[config.mk]
export PLATFORM = sky130hd
export DESIGN_NAME = i2c_slave_regctl
export DESIGN_NICKNAME = d
export VERILOG_FILES = /design/src/rtl/i2c_slave_regctl.sv
export SDC_FILE = /design/constraint.sdc
export NUM_CORES = 1
export LEC_CHECK = 0
export ABC_AREA = 1
export BUFFER_PORTS_ARGS = -buffer_cell sky130_fd_sc_hd__buf_2
export CORE_MARGIN = 1
export CORE_UTILIZATION = 55
export CTS_BUF_LIST = sky130_fd_sc_hd__clkbuf_4
export DETAILED_ROUTE_END_ITERATION = 7
export PLACE_DENSITY = 0.78
export SETUP_SLACK_MARGIN = 0.05
export SLEW_MARGIN = 40
export SYNTH_ARGS = -nofsm -noshare
export SYNTH_HDL_FRONTEND = slang
export SYNTH_SLANG_ARGS = --single-unit
[constraint.sdc]
create_clock -name CLK -period 3.75 [get_ports CLK]
set_clock_uncertainty 0.2 [all_clocks]
set_input_delay 1.125 -clock CLK [delete_from_list [all_inputs] [get_ports CLK]]
set_output_delay 1.125 -clock CLK [all_outputs]
set_load 0.03 [all_outputs]
[src/rtl/i2c_slave_regctl.sv]
// rtl/i2c_slave_regctl.sv - i2c_slave handshake sequencer and register file shared with a local bus
// Optional feature: define I2C_REGCTL_AUTOINC_EN for pointer post-increment after every data byte.
module i2c_slave_regctl #(
    parameter int         NREGS       = 16,
    parameter int         REG_AW      = 4,
    parameter logic [6:0] DEV_ADDR    = 7'h55,
    parameter int         SYNC_STAGES = 2
) (
    input  logic              CLK,
    input  logic              NRST,
    input  logic [6:0]        ADDR,
    input  logic              ARDY,
    input  logic              RW,
    input  logic [7:0]        ODATA,
    input  logic              DRDY,
    input  logic              BUSY,
    output logic [7:0]        IDATA,
    output logic              ACKA_RDY,
    output logic              ACKD_RDY,
    input  logic              LB_REQ,
    input  logic              LB_WE,
    input  logic [REG_AW-1:0] LB_ADDR,
    input  logic [7:0]        LB_WDATA,
    output logic [7:0]        LB_RDATA,
    output logic              LB_ACK,
    output logic              WR_DONE
);

`ifdef I2C_REGCTL_AUTOINC_EN
    localparam bit AUTOINC = 1'b1;
`else
    localparam bit AUTOINC = 1'b0;
`endif

    localparam logic [REG_AW-1:0] PTR_STEP = AUTOINC ? REG_AW'(1) : '0;

    typedef enum logic [2:0] {
        S_IDLE,
        S_ACKA,
        S_WAITD,
        S_WR,
        S_RD,
        S_ACKD,
        S_RELA,
        S_RELD
    } state_t;

    state_t state;
    state_t state_next;

    logic [SYNC_STAGES-1:0] ardy_sync;
    logic [SYNC_STAGES-1:0] drdy_sync;
    logic [SYNC_STAGES-1:0] busy_sync;
    logic                   ardy_d;
    logic                   drdy_d;
    logic                   busy_d;
    logic                   ardy_s;
    logic                   drdy_s;
    logic                   busy_s;
    logic                   ardy_rise;
    logic                   ardy_fall;
    logic                   drdy_rise;
    logic                   drdy_fall;
    logic                   busy_fall;

    logic [7:0]        regs [NREGS];
    logic [REG_AW-1:0] ptr;
    logic [REG_AW-1:0] ptr_adv;
    logic              match;
    logic              ptr_set;
    logic              rw_q;
    logic [7:0]        odata_q;
    logic              stored;

    logic              addr_take;
    logic              i2c_port;
    logic              reg_we;
    logic              ptr_load;
    logic              ptr_inc;
    logic              idata_load;
    logic [7:0]        idata_val;
    logic              lb_serve;

    always_ff @(posedge CLK) begin
        if (!NRST) begin
            ardy_sync <= '0;
            drdy_sync <= '0;
            busy_sync <= '0;
            ardy_d    <= 1'b0;
            drdy_d    <= 1'b0;
            busy_d    <= 1'b0;
        end else begin
            ardy_sync <= {ardy_sync[SYNC_STAGES-2:0], ARDY};
            drdy_sync <= {drdy_sync[SYNC_STAGES-2:0], DRDY};
            busy_sync <= {busy_sync[SYNC_STAGES-2:0], BUSY};
            ardy_d    <= ardy_s;
            drdy_d    <= drdy_s;
            busy_d    <= busy_s;
        end
    end

    assign ardy_s    = ardy_sync[SYNC_STAGES-1];
    assign drdy_s    = drdy_sync[SYNC_STAGES-1];
    assign busy_s    = busy_sync[SYNC_STAGES-1];
    assign ardy_rise = ardy_s & ~ardy_d;
    assign ardy_fall = ~ardy_s & ardy_d;
    assign drdy_rise = drdy_s & ~drdy_d;
    assign drdy_fall = ~drdy_s & drdy_d;
    assign busy_fall = ~busy_s & busy_d;
    assign ptr_adv   = ptr + PTR_STEP;

    always_ff @(posedge CLK) begin
        if (!NRST) begin
            state <= S_IDLE;
        end else begin
            state <= state_next;
        end
    end

    always_comb begin
        state_next = state;
        case (state)
            S_IDLE:  if (ardy_rise) state_next = S_ACKA;
            S_ACKA:  state_next = S_RELA;
            S_RELA:  if (ardy_fall) state_next = S_WAITD;
            S_WAITD: begin
                // STOP wins over a simultaneous repeated START or data phase
                if (busy_fall)      state_next = S_IDLE;
                else if (ardy_rise) state_next = S_ACKA;
                else if (drdy_rise) state_next = rw_q ? S_RD : S_WR;
            end
            S_WR:    state_next = S_ACKD;
            S_RD:    state_next = S_ACKD;
            S_ACKD:  state_next = S_RELD;
            S_RELD:  if (drdy_fall) state_next = S_WAITD;
            default: state_next = S_IDLE;
        endcase
    end

    always_comb begin
        addr_take  = (state_next == S_ACKA);
        i2c_port   = 1'b0;
        reg_we     = 1'b0;
        ptr_load   = 1'b0;
        ptr_inc    = 1'b0;
        idata_load = 1'b0;
        idata_val  = 8'hFF;
        case (state)
            S_ACKA: begin
                i2c_port   = 1'b1;
                idata_load = 1'b1;
                if (match && rw_q) idata_val = regs[ptr];
            end
            S_WR: begin
                i2c_port = 1'b1;
                if (match) begin
                    if (!ptr_set) begin
                        ptr_load = 1'b1;
                    end else begin
                        reg_we  = 1'b1;
                        ptr_inc = 1'b1;
                    end
                end
            end
            S_RD: begin
                i2c_port   = 1'b1;
                idata_load = 1'b1;
                if (match) begin
                    ptr_inc   = 1'b1;
                    idata_val = regs[ptr_adv];
                end
            end
            default: ;
        endcase
        // LB_ACK high means the request just completed and is still being withdrawn
        lb_serve = LB_REQ && !LB_ACK && !i2c_port;
    end

    always_ff @(posedge CLK) begin
        if (!NRST) begin
            for (int i = 0; i < NREGS; i++) regs[i] <= 8'h00;
            ptr      <= '0;
            match    <= 1'b0;
            ptr_set  <= 1'b0;
            rw_q     <= 1'b0;
            odata_q  <= 8'h00;
            stored   <= 1'b0;
            IDATA    <= 8'hFF;
            ACKA_RDY <= 1'b0;
            ACKD_RDY <= 1'b0;
            LB_RDATA <= 8'h00;
            LB_ACK   <= 1'b0;
            WR_DONE  <= 1'b0;
        end else begin
            if (addr_take) begin
                match   <= (ADDR == DEV_ADDR);
                rw_q    <= RW;
                ptr_set <= 1'b0;
            end
            if (drdy_rise) odata_q <= ODATA;
            if (ptr_load) begin
                ptr     <= odata_q[REG_AW-1:0];
                ptr_set <= 1'b1;
            end else if (ptr_inc) begin
                ptr <= ptr_adv;
            end
            if (reg_we) begin
                regs[ptr] <= odata_q;
            end else if (lb_serve && LB_WE) begin
                regs[LB_ADDR] <= LB_WDATA;
            end
            if (lb_serve && !LB_WE) LB_RDATA <= regs[LB_ADDR];
            LB_ACK <= lb_serve;
            if (idata_load) IDATA <= idata_val;
            ACKA_RDY <= (state_next == S_RELA);
            ACKD_RDY <= (state_next == S_RELD);
            stored   <= (stored | reg_we) & ~busy_fall;
            WR_DONE  <= busy_fall & (stored | reg_we);
        end
    end

endmodule

* Word level (Yosys, flattened, before mapping)
Memories as Yosys holds them, arrays and structs flattened. A register that Yosys moved wholly into a read port is not among the register bits.
Index checks and enable logic that the tools add are counted.
** Storage, ports and cells
- Logic and storage cells :: 98
- Output and inout bits :: 20
- Register bits after elaboration :: 40
- Bits of input ports :: 35
- Bits in writable memories :: 128
- Memories :: 1
** Cells by class
- Reduce and logical (&&, ||, !) cells :: 16
- Equal/unequal tests :: 11
- Bitwise operators :: 14
- Muxes and demuxes :: 38
** Memories
- regs :: depth 16, width 8, read ports 2, clocked after memory_dff 2, wr ports 16, line 66 : logic [7:0] regs [NREGS];
** Operators by type and width (number)
- 2-to-1 mux 8 bit :: 4
- 2-to-1 mux 3 bit :: 7
- case mux 3 bit (7 select lines) :: 1
- 2-to-1 mux 1 bit :: 20
- 2-to-1 mux 4 bit :: 5
- equality test 3 bit, second input constant :: 6
- case mux 8 bit (2 select lines) :: 1
- OR reduction 8 bit :: 2
- bitwise AND 1 bit :: 7
- equality test 7 bit, second input constant :: 1
- equality test 3 x 1 -> 1 bit, second input constant :: 2
- equality test 3 x 2 -> 1 bit, second input constant :: 2
- inverter 1 bit :: 6
- logical AND 1 bit :: 5
- logical NOT 1 bit :: 4
- OR reduction 2 bit :: 2
- logical NOT 3 bit :: 1
- OR reduction 3 bit :: 1
- nonzero test 2 bit :: 1
- bitwise OR 1 bit :: 1

* Logic depth before layout (Yosys ltp)
Gate-level depths: netlist of the first run.
- Depth after elaboration :: 12
- Mapped depth :: 12
- Mapped depth without buffers :: 12

* Least setup slack after synthesis of the first run
OpenSTA, ideal clock, no wires.
- Kind :: input to register
- Start point :: input port LB_REQ
- End point :: memory regs[4][0] (enable)
- Path slack :: 0.509 ns
- Cell stages on the path :: 8
- Path buffers :: 0
- Library setup time :: 0.384 ns
- Data required time :: 3.166 ns
- Data arrival time :: 2.657 ns
- Path through :: inv_1 > nor2_1 > nand2_4 > nor2_8 > nand3_4 > nand2_2 > nand3_2 > o21ai_0
** RTL lines
- start: declaration :: line 20 : input logic LB_REQ,
- end: declaration :: line 66

==> flow_summary.yaml, run 1 <==
drt:
  drc: 0
  routed_wl_um: 25300
  via_per_inst: 6.04
  vias: 8221
  drtPass1Iterations: 5
  drt_iter0_drc: 1225
  drtAntennaViolNets: 0
  wire_per_inst_um: 18.6
timing:
  period_share_pct: 77.5
  finalCriticalPeriod_ps: 2910
  grt_setup_unrepaired: "no"
  worst_slew_pin_slew_ps: 844
  drv_slew: 0
  slew-limit-headroom_pct: 43.4
  setup_violations: 0
  finalSetupTns_ps: 0
  max_freq_ghz: 0.344
  hold_violations: 0
min_path:
  holdCritPathClass: "reg -> reg"
  holdPathEnd: "busy_sync[1]"
  worst_hold_startpoint: "busy_sync[0]"
  whs_path_depth: 2
synth:
  postSynthAreaPerCell_um2: 8.85
  ys_top_cells_by_count: "142 x nand2_1, 128 x edfxtp_1, 122 x nand3_1, 116 x inv_1, 100 x o21ai_0"
  synth.yosys.warnings: 0
  syn_area_um2: 9700
  ys.flop_type: "edfxtp_1"
  synth_top_area_share_pct: 39.6
  synthCells: 1096
  yosys.area.top_type: "edfxtp_1"
  ys_async_sr_fraction_pct: 0
  synthTopCellsByArea: "edfxtp_1 40%, dfxtp_1 11%, nand3_1 6.3%"
  synth_edf_count: 128
  synth_seq_area_share_pct: 50.4
  synth-seq-cells: 180
  synth_most_common_cell: "nand2_1"
  synthDistinctLibCells: 29
  synth.net_count: 1131
clocking:
  clk_pin_slew_ps: 150
  post_cts_buffers: 0
  cts.sinks: 180
  insertion_delay_ps: 590
  root_buffer: "clkbuf_4"
  cts_buffers: 17
  cts_tree: "done"
  h-tree-depth: 4
  ctsHoldBuffers: 0
  clockBufferDepth: 2
  post_cts_resize_count: 0
place:
  numPortBuffers: 54
  hpwl_um: 16800
  place_congestion: 0.947
global_routing:
  grt_pass1_wl_um: 39100
  grtUsageTotal_pct: 28.8
  antenna_found_initial: 0
  grt_pass1_vias: 7225
  grt-ovfl-total: 0
  grt_max_degree: 93
setup_path:
  reg2reg_depth: 12
  r2r_start: "state[2]"
  worst-path-max-fanout: 35
  path_class: "in -> reg"
  r2r-end: "regs[0][1]"
  cp.required_ps: 3910
  arrival_ps: 3070
  endpoint_kind: "flop"
  crit_path_start_kind: "input port"
  r2r_slack_ps: 940
finish:
  seq_area_um2: 4890
  final_layout_size_suffix_gt1_share_pct: 18.1
  multiInputGateArea_um2: 3820
  nNetsFinal: 1159
  fillerInstances: 1403
  n_antenna_cell: 0
  syn2layout_area_growth_pct: 7.29
die:
  core.rowCount: 48
  fp.dieH_um: 135
  ios: 55
  core_um2: 17200
  die-area_um2: 18200
  dieWidth_um: 135
  floorplan.initialDensity_pct: 56.3
pwr:
  pwr-share-comb_pct: 23.7
  switchingPower_mw: 1.55
  vdd_ir_drop_max_mv: 0.286
  intPower_mw: 3.04
  p_total_mw: 4.58
  pwr_density_cell_nw_per_um2: 440
  clock_power_share_pct: 25.5
  p_seq_share_pct: 50.9
  p_leak_nw: 3.81
  switching_share_pct: 33.8
flow_run:
  drv_cap: 0
outcome:
  status: "completed"
cell usage in the layout (no fill, tap or decap), drive strengths merged, types with 20 or more instances in the layout:
cell type  synthesis  layout
nand2            154     154
nor3             130     130
nand3            129     129
edfxtp           128     128
inv              117     122
o21ai            108     108
buf               45     103
a21oi             77      77
o211ai            64      64
dfxtp             52      52
nor2              22      22
clkbuf            49      20
registers in the layout, indices dropped and copies added (netlist names), 2 cells and up, named ones only:
signal,count
odata_q,8
ptr,4
drdy_sync,2
ardy_sync,2
LB_RDATA,8
regs,128
busy_sync,2
state,3
IDATA,8
metal layers:
| metal | part of all wire, % | up-vias | GRT usage (%) |
|---|---|---|---|
| met4 | 3.1 | 0 | 11.1 |
| met1 | 40 | 3817 | 38.6 |
| li1 | - | 3895 | - |
| met3 | 9.3 | 72 | 5.93 |
| met5 | 0 | - | 0 |
| met2 | 47 | 437 | 45.8 |
worst max-delay path by stage:
stage / slack, ps / start / cells after the start / to
2_1_floorplan: 510 / LB_REQ / 8 / regs[4][0]
3_3_place_gp: 110 / LB_REQ / 10 / regs[15][7]
3_5_place_dp: 270 / LB_REQ / 13 / regs[0][1]
4_1_cts: 890 / LB_REQ / 13 / regs[0][1]
5_1_grt: 720 / LB_REQ / 13 / regs[0][6]
6_report: 840 / LB_REQ / 13 / regs[0][1]
worst max-delay path, stage by stage:
cell     delay [ps]
buf_2            70
inv_1            30
nor2_1          180
nand2_4          90
nor2_8          210
nand3_4         140
buf_4           180
nand2_1          60
nand2_1          80
nand3_2         110
buf_4           380
o21ai_0         180
buf_4           200
stage by stage:
step                worst slack [ps]  hold WS [ps]  instances  util [%]  instance area [um2]
floorplan                        509           190       1096         -                 9700
finish                           843           228       1362      60.4                10400
global placement                 107           193       1329      58.4                10100
detailed placement               266           202       1329      58.5                10100
CTS                              895           232       1361      60.2                10400
global route                     723           255       1362      60.4                10400
logic make-up after synthesis:
group           synth area share, %
flops                          50.4
buf+inv                        10.3
compound gates                 15.4
simple gates                   23.9
final cells by class:
cell class              count  share of cell area, %
clock buffers              20                   1.44
clock inverters            12                   1.48
inverters                 119                   4.29
multi-input cells         703                   36.7
flip-flops and latches    180                   47.0
well taps                 225                   2.71
repair buffers            103                   6.40
power groups by stage:
stage	sequential, mW	clock (mW)	combinational (mW)
finish	2.33	1.17	1.08
detailed placement	2.38	0	1.06
global placement	2.37	0	1.04
global route	2.35	1.25	1.19
floorplan	2.43	0	0.718
CTS	2.33	1.17	1.06
Note: power is estimated with default switching activity, not from simulation.
==> inputs of run 2 (changes only) <==
--- a/config.mk
+++ b/config.mk
@@ -5,7 +5,7 @@
 export SDC_FILE = /design/constraint.sdc
 export NUM_CORES = 1
 export LEC_CHECK = 0
-export ABC_AREA = 1
+export ABC_AREA = 0
 export BUFFER_PORTS_ARGS = -buffer_cell sky130_fd_sc_hd__buf_2
 export CORE_MARGIN = 1
 export CORE_UTILIZATION = 55
==> constraint.sdc (replaced) <==
create_clock -name CLK -period 2.9 [get_ports CLK]
set_clock_uncertainty 0.2 [all_clocks]
set_input_delay 0.87 -clock CLK [delete_from_list [all_inputs] [get_ports CLK]]
set_output_delay 0.87 -clock CLK [all_outputs]
set_load 0.03 [all_outputs]
==> flow_summary.yaml, run 2 <==
outcome:
  status: "completed"
setup_path:
  max_stage_delay_ps: 510
  arrival_ps: 2720
  startpoint: "state[2]"
  worst-path-max-fanout: 40
  r2r_start: "state[2]"
  cp_top_family: "simple AND/OR/NAND/NOR gates"
  critical_path_depth: 5
  worst_path_max_delay_cell: "a32oi_4"
  crit_path_start_kind: "flop"
  reg2reg_depth: 5
  path_buf_inv: 1
  r2r_slack_ps: 340
  worstPathCellList: "or3b_1, and4_1, a32oi_4, buf_12, nor3_1"
  r2r-end: "regs[11][3]"
  cp.required_ps: 3050
  endpoint: "regs[11][3]"
  path_class: "reg -> reg"
  endpoint_kind: "flop"
finish:
  final_cell_mix: "128 x edfxtp_1, 111 x nor3_1, 85 x nand2_1"
  final_area_um2: 10700
  nNetsFinal: 850
  fillerInstances: 1296
  top_register: "regs"
  largest_register_ffs: 128
  layout_commonest_cell: "edfxtp_1"
  syn2layout_area_growth_pct: 11.8
  final_layout_size_suffix_gt1_share_pct: 33.5
die:
  fp.dieH_um: 134
  dieWidth_um: 134
  die-area_um2: 17900
  core.rowCount: 47
  floorplan.initialDensity_pct: 56.9
  core_um2: 16800
  ios: 55
clocking:
  cts_tree: "done"
  cts.sinks: 180
  post_cts_buffers: 0
  clockBufferDepth: 2
  cts_buffers: 17
  root_buffer: "clkbuf_4"
  ctsHoldBuffers: 0
  h-tree-depth: 4
  clk_pin_slew_ps: 150
  insertion_delay_ps: 620
  post_cts_resize_count: 0
synth:
  synth.yosys.warnings: 0
  synth_most_common_cell: "edfxtp_1"
  synthTopCellsByArea: "edfxtp_1 40%, mux4_2 15%, dfxtp_1 11%"
  yosys.area.top_type: "edfxtp_1"
  ys.flop_type: "edfxtp_1"
  ys_top_cells_by_count: "128 x edfxtp_1, 111 x nor3_1, 85 x nand2_1, 64 x mux4_2, 58 x mux2i_1"
  synth-seq-cells: 180
  synthCells: 740
  ys_async_sr_fraction_pct: 0
  synth_edf_count: 128
  synthDistinctLibCells: 42
  syn_area_um2: 9540
  synth_seq_area_share_pct: 51.2
  postSynthAreaPerCell_um2: 12.9
  synth_top_area_share_pct: 40.3
  synth.net_count: 775
pwr:
  clock_power_share_pct: 28.9
  vdd_ir_drop_max_mv: 0.274
  p_seq_share_pct: 58.8
  intPower_mw: 3.60
  switchingPower_mw: 1.32
  p_leak_nw: 3.45
  pwr_density_cell_nw_per_um2: 462
  pwr-share-comb_pct: 12.3
  switching_share_pct: 26.8
place:
  dpl_cell_area_um2: 10400
  hpwl_um: 18700
  numPortBuffers: 54
  post-place-ws_ps: -1.71
  place_congestion: 0.900
timing:
  max_freq_ghz: 0.390
  worst_slack_ps: 336
  period_share_pct: 88.4
  worst_slew_pin_slew_ps: 714
  slew-limit-headroom_pct: 52.3
  setup_violations: 0
  drv_slew: 0
  hold_violations: 0
  grt_setup_unrepaired: "no"
  finalCriticalPeriod_ps: 2560
  finalSetupTns_ps: 0
drt:
  wire_per_inst_um: 25.0
  drt_iter0_drc: 732
  routed_wl_um: 26200
  drc: 0
  vias: 6943
  via_per_inst: 6.62
  drtPass1Iterations: 5
  drtAntennaViolNets: 0
min_path:
  holdCritPathClass: "reg -> reg"
  whs_path_depth: 1
global_routing:
  grt-ovfl-total: 0
  grt_max_degree: 41
  grt_pass1_vias: 6778
  antenna_found_initial: 1
  grtUsageTotal_pct: 30.9
  grt_pass1_wl_um: 39900
flow_run:
  drv_cap: 0
## run 2: changes by cell type after synthesis, moves of 18 or more
cell	change
mux2_2	+28
mux4_2	+64
clkbuf_1	-18
o211ai_1	-62
mux2i_1	+58
inv_1	-110
nand2_1	-57
o21ai_0	-92
nand3_1	-121
nor3_1	+18
a21oi_1	-65
## run 2: area by class of cell
type,instances,area (um2),share of cell area (%)
clock buffer,17,128,1.20
timing repair buffer,120,916,8.59
antenna,1,2.50,0.0235
tap,220,275,2.58
sequential,180,4890,45.8
inverter,6,22.5,0.211
clock inverter,15,159,1.49
multi-input combinational,490,4280,40.1
## run 2: power by group through the flow
stage | combinational [mW] | clock, mW | sequential (mW)
2_1_floorplan | 0.364 | 0 | 2.94
3_5_place_dp | 0.595 | 0 | 2.95
6_report | 0.606 | 1.42 | 2.89
3_3_place_gp | 0.579 | 0 | 2.94
4_1_cts | 0.597 | 1.44 | 2.89
5_1_grt | 0.638 | 1.54 | 2.90
## run 2: layer usage
layer,vias to the layer above,track usage (%),routed length (um)
li1,3006,-,-
met1,3438,39.4,9830
met2,427,49.6,12800
met3,72,7.23,2520
met4,0,15.9,1120
met5,-,0,0
## run 2: cell families (layout without fill, tap and decap cells)
| kind of cell | count (synthesis) | after routing | synth area share, % |
|---|---|---|---|
| mux | 151 | 151 | 24.7 |
| simple gates | 280 | 280 | 15.3 |
| flops | 180 | 180 | 51.2 |
| compound gates | 59 | 59 | 4.53 |
| buf+inv | 70 | 158 | 4.30 |
| other cells | 0 | 1 | 0 |
## run 2: stage by stage
stage	util, %	hold WS, ps	total power [mW]	instances
after global routing	63.6	242	5.08	1049
final	63.6	255	4.92	1049
after CTS	63.6	220	4.93	1048
after global placement	61.9	217	3.52	1016
after floorplan	-	212	3.30	740
after detailed placement	61.9	229	3.54	1016
## run 2: worst min path at each step
stage	slack, ps	endpoint	startpoint
after global placement	220	busy_sync[1]	busy_sync[0]
after detailed placement	230	ardy_sync[1]	ardy_sync[0]
after floorplan	210	ardy_sync[1]	ardy_sync[0]
after CTS	220	drdy_sync[0]	DRDY
after global routing	240	drdy_sync[0]	DRDY
final	260	ardy_sync[1]	ardy_sync[0]
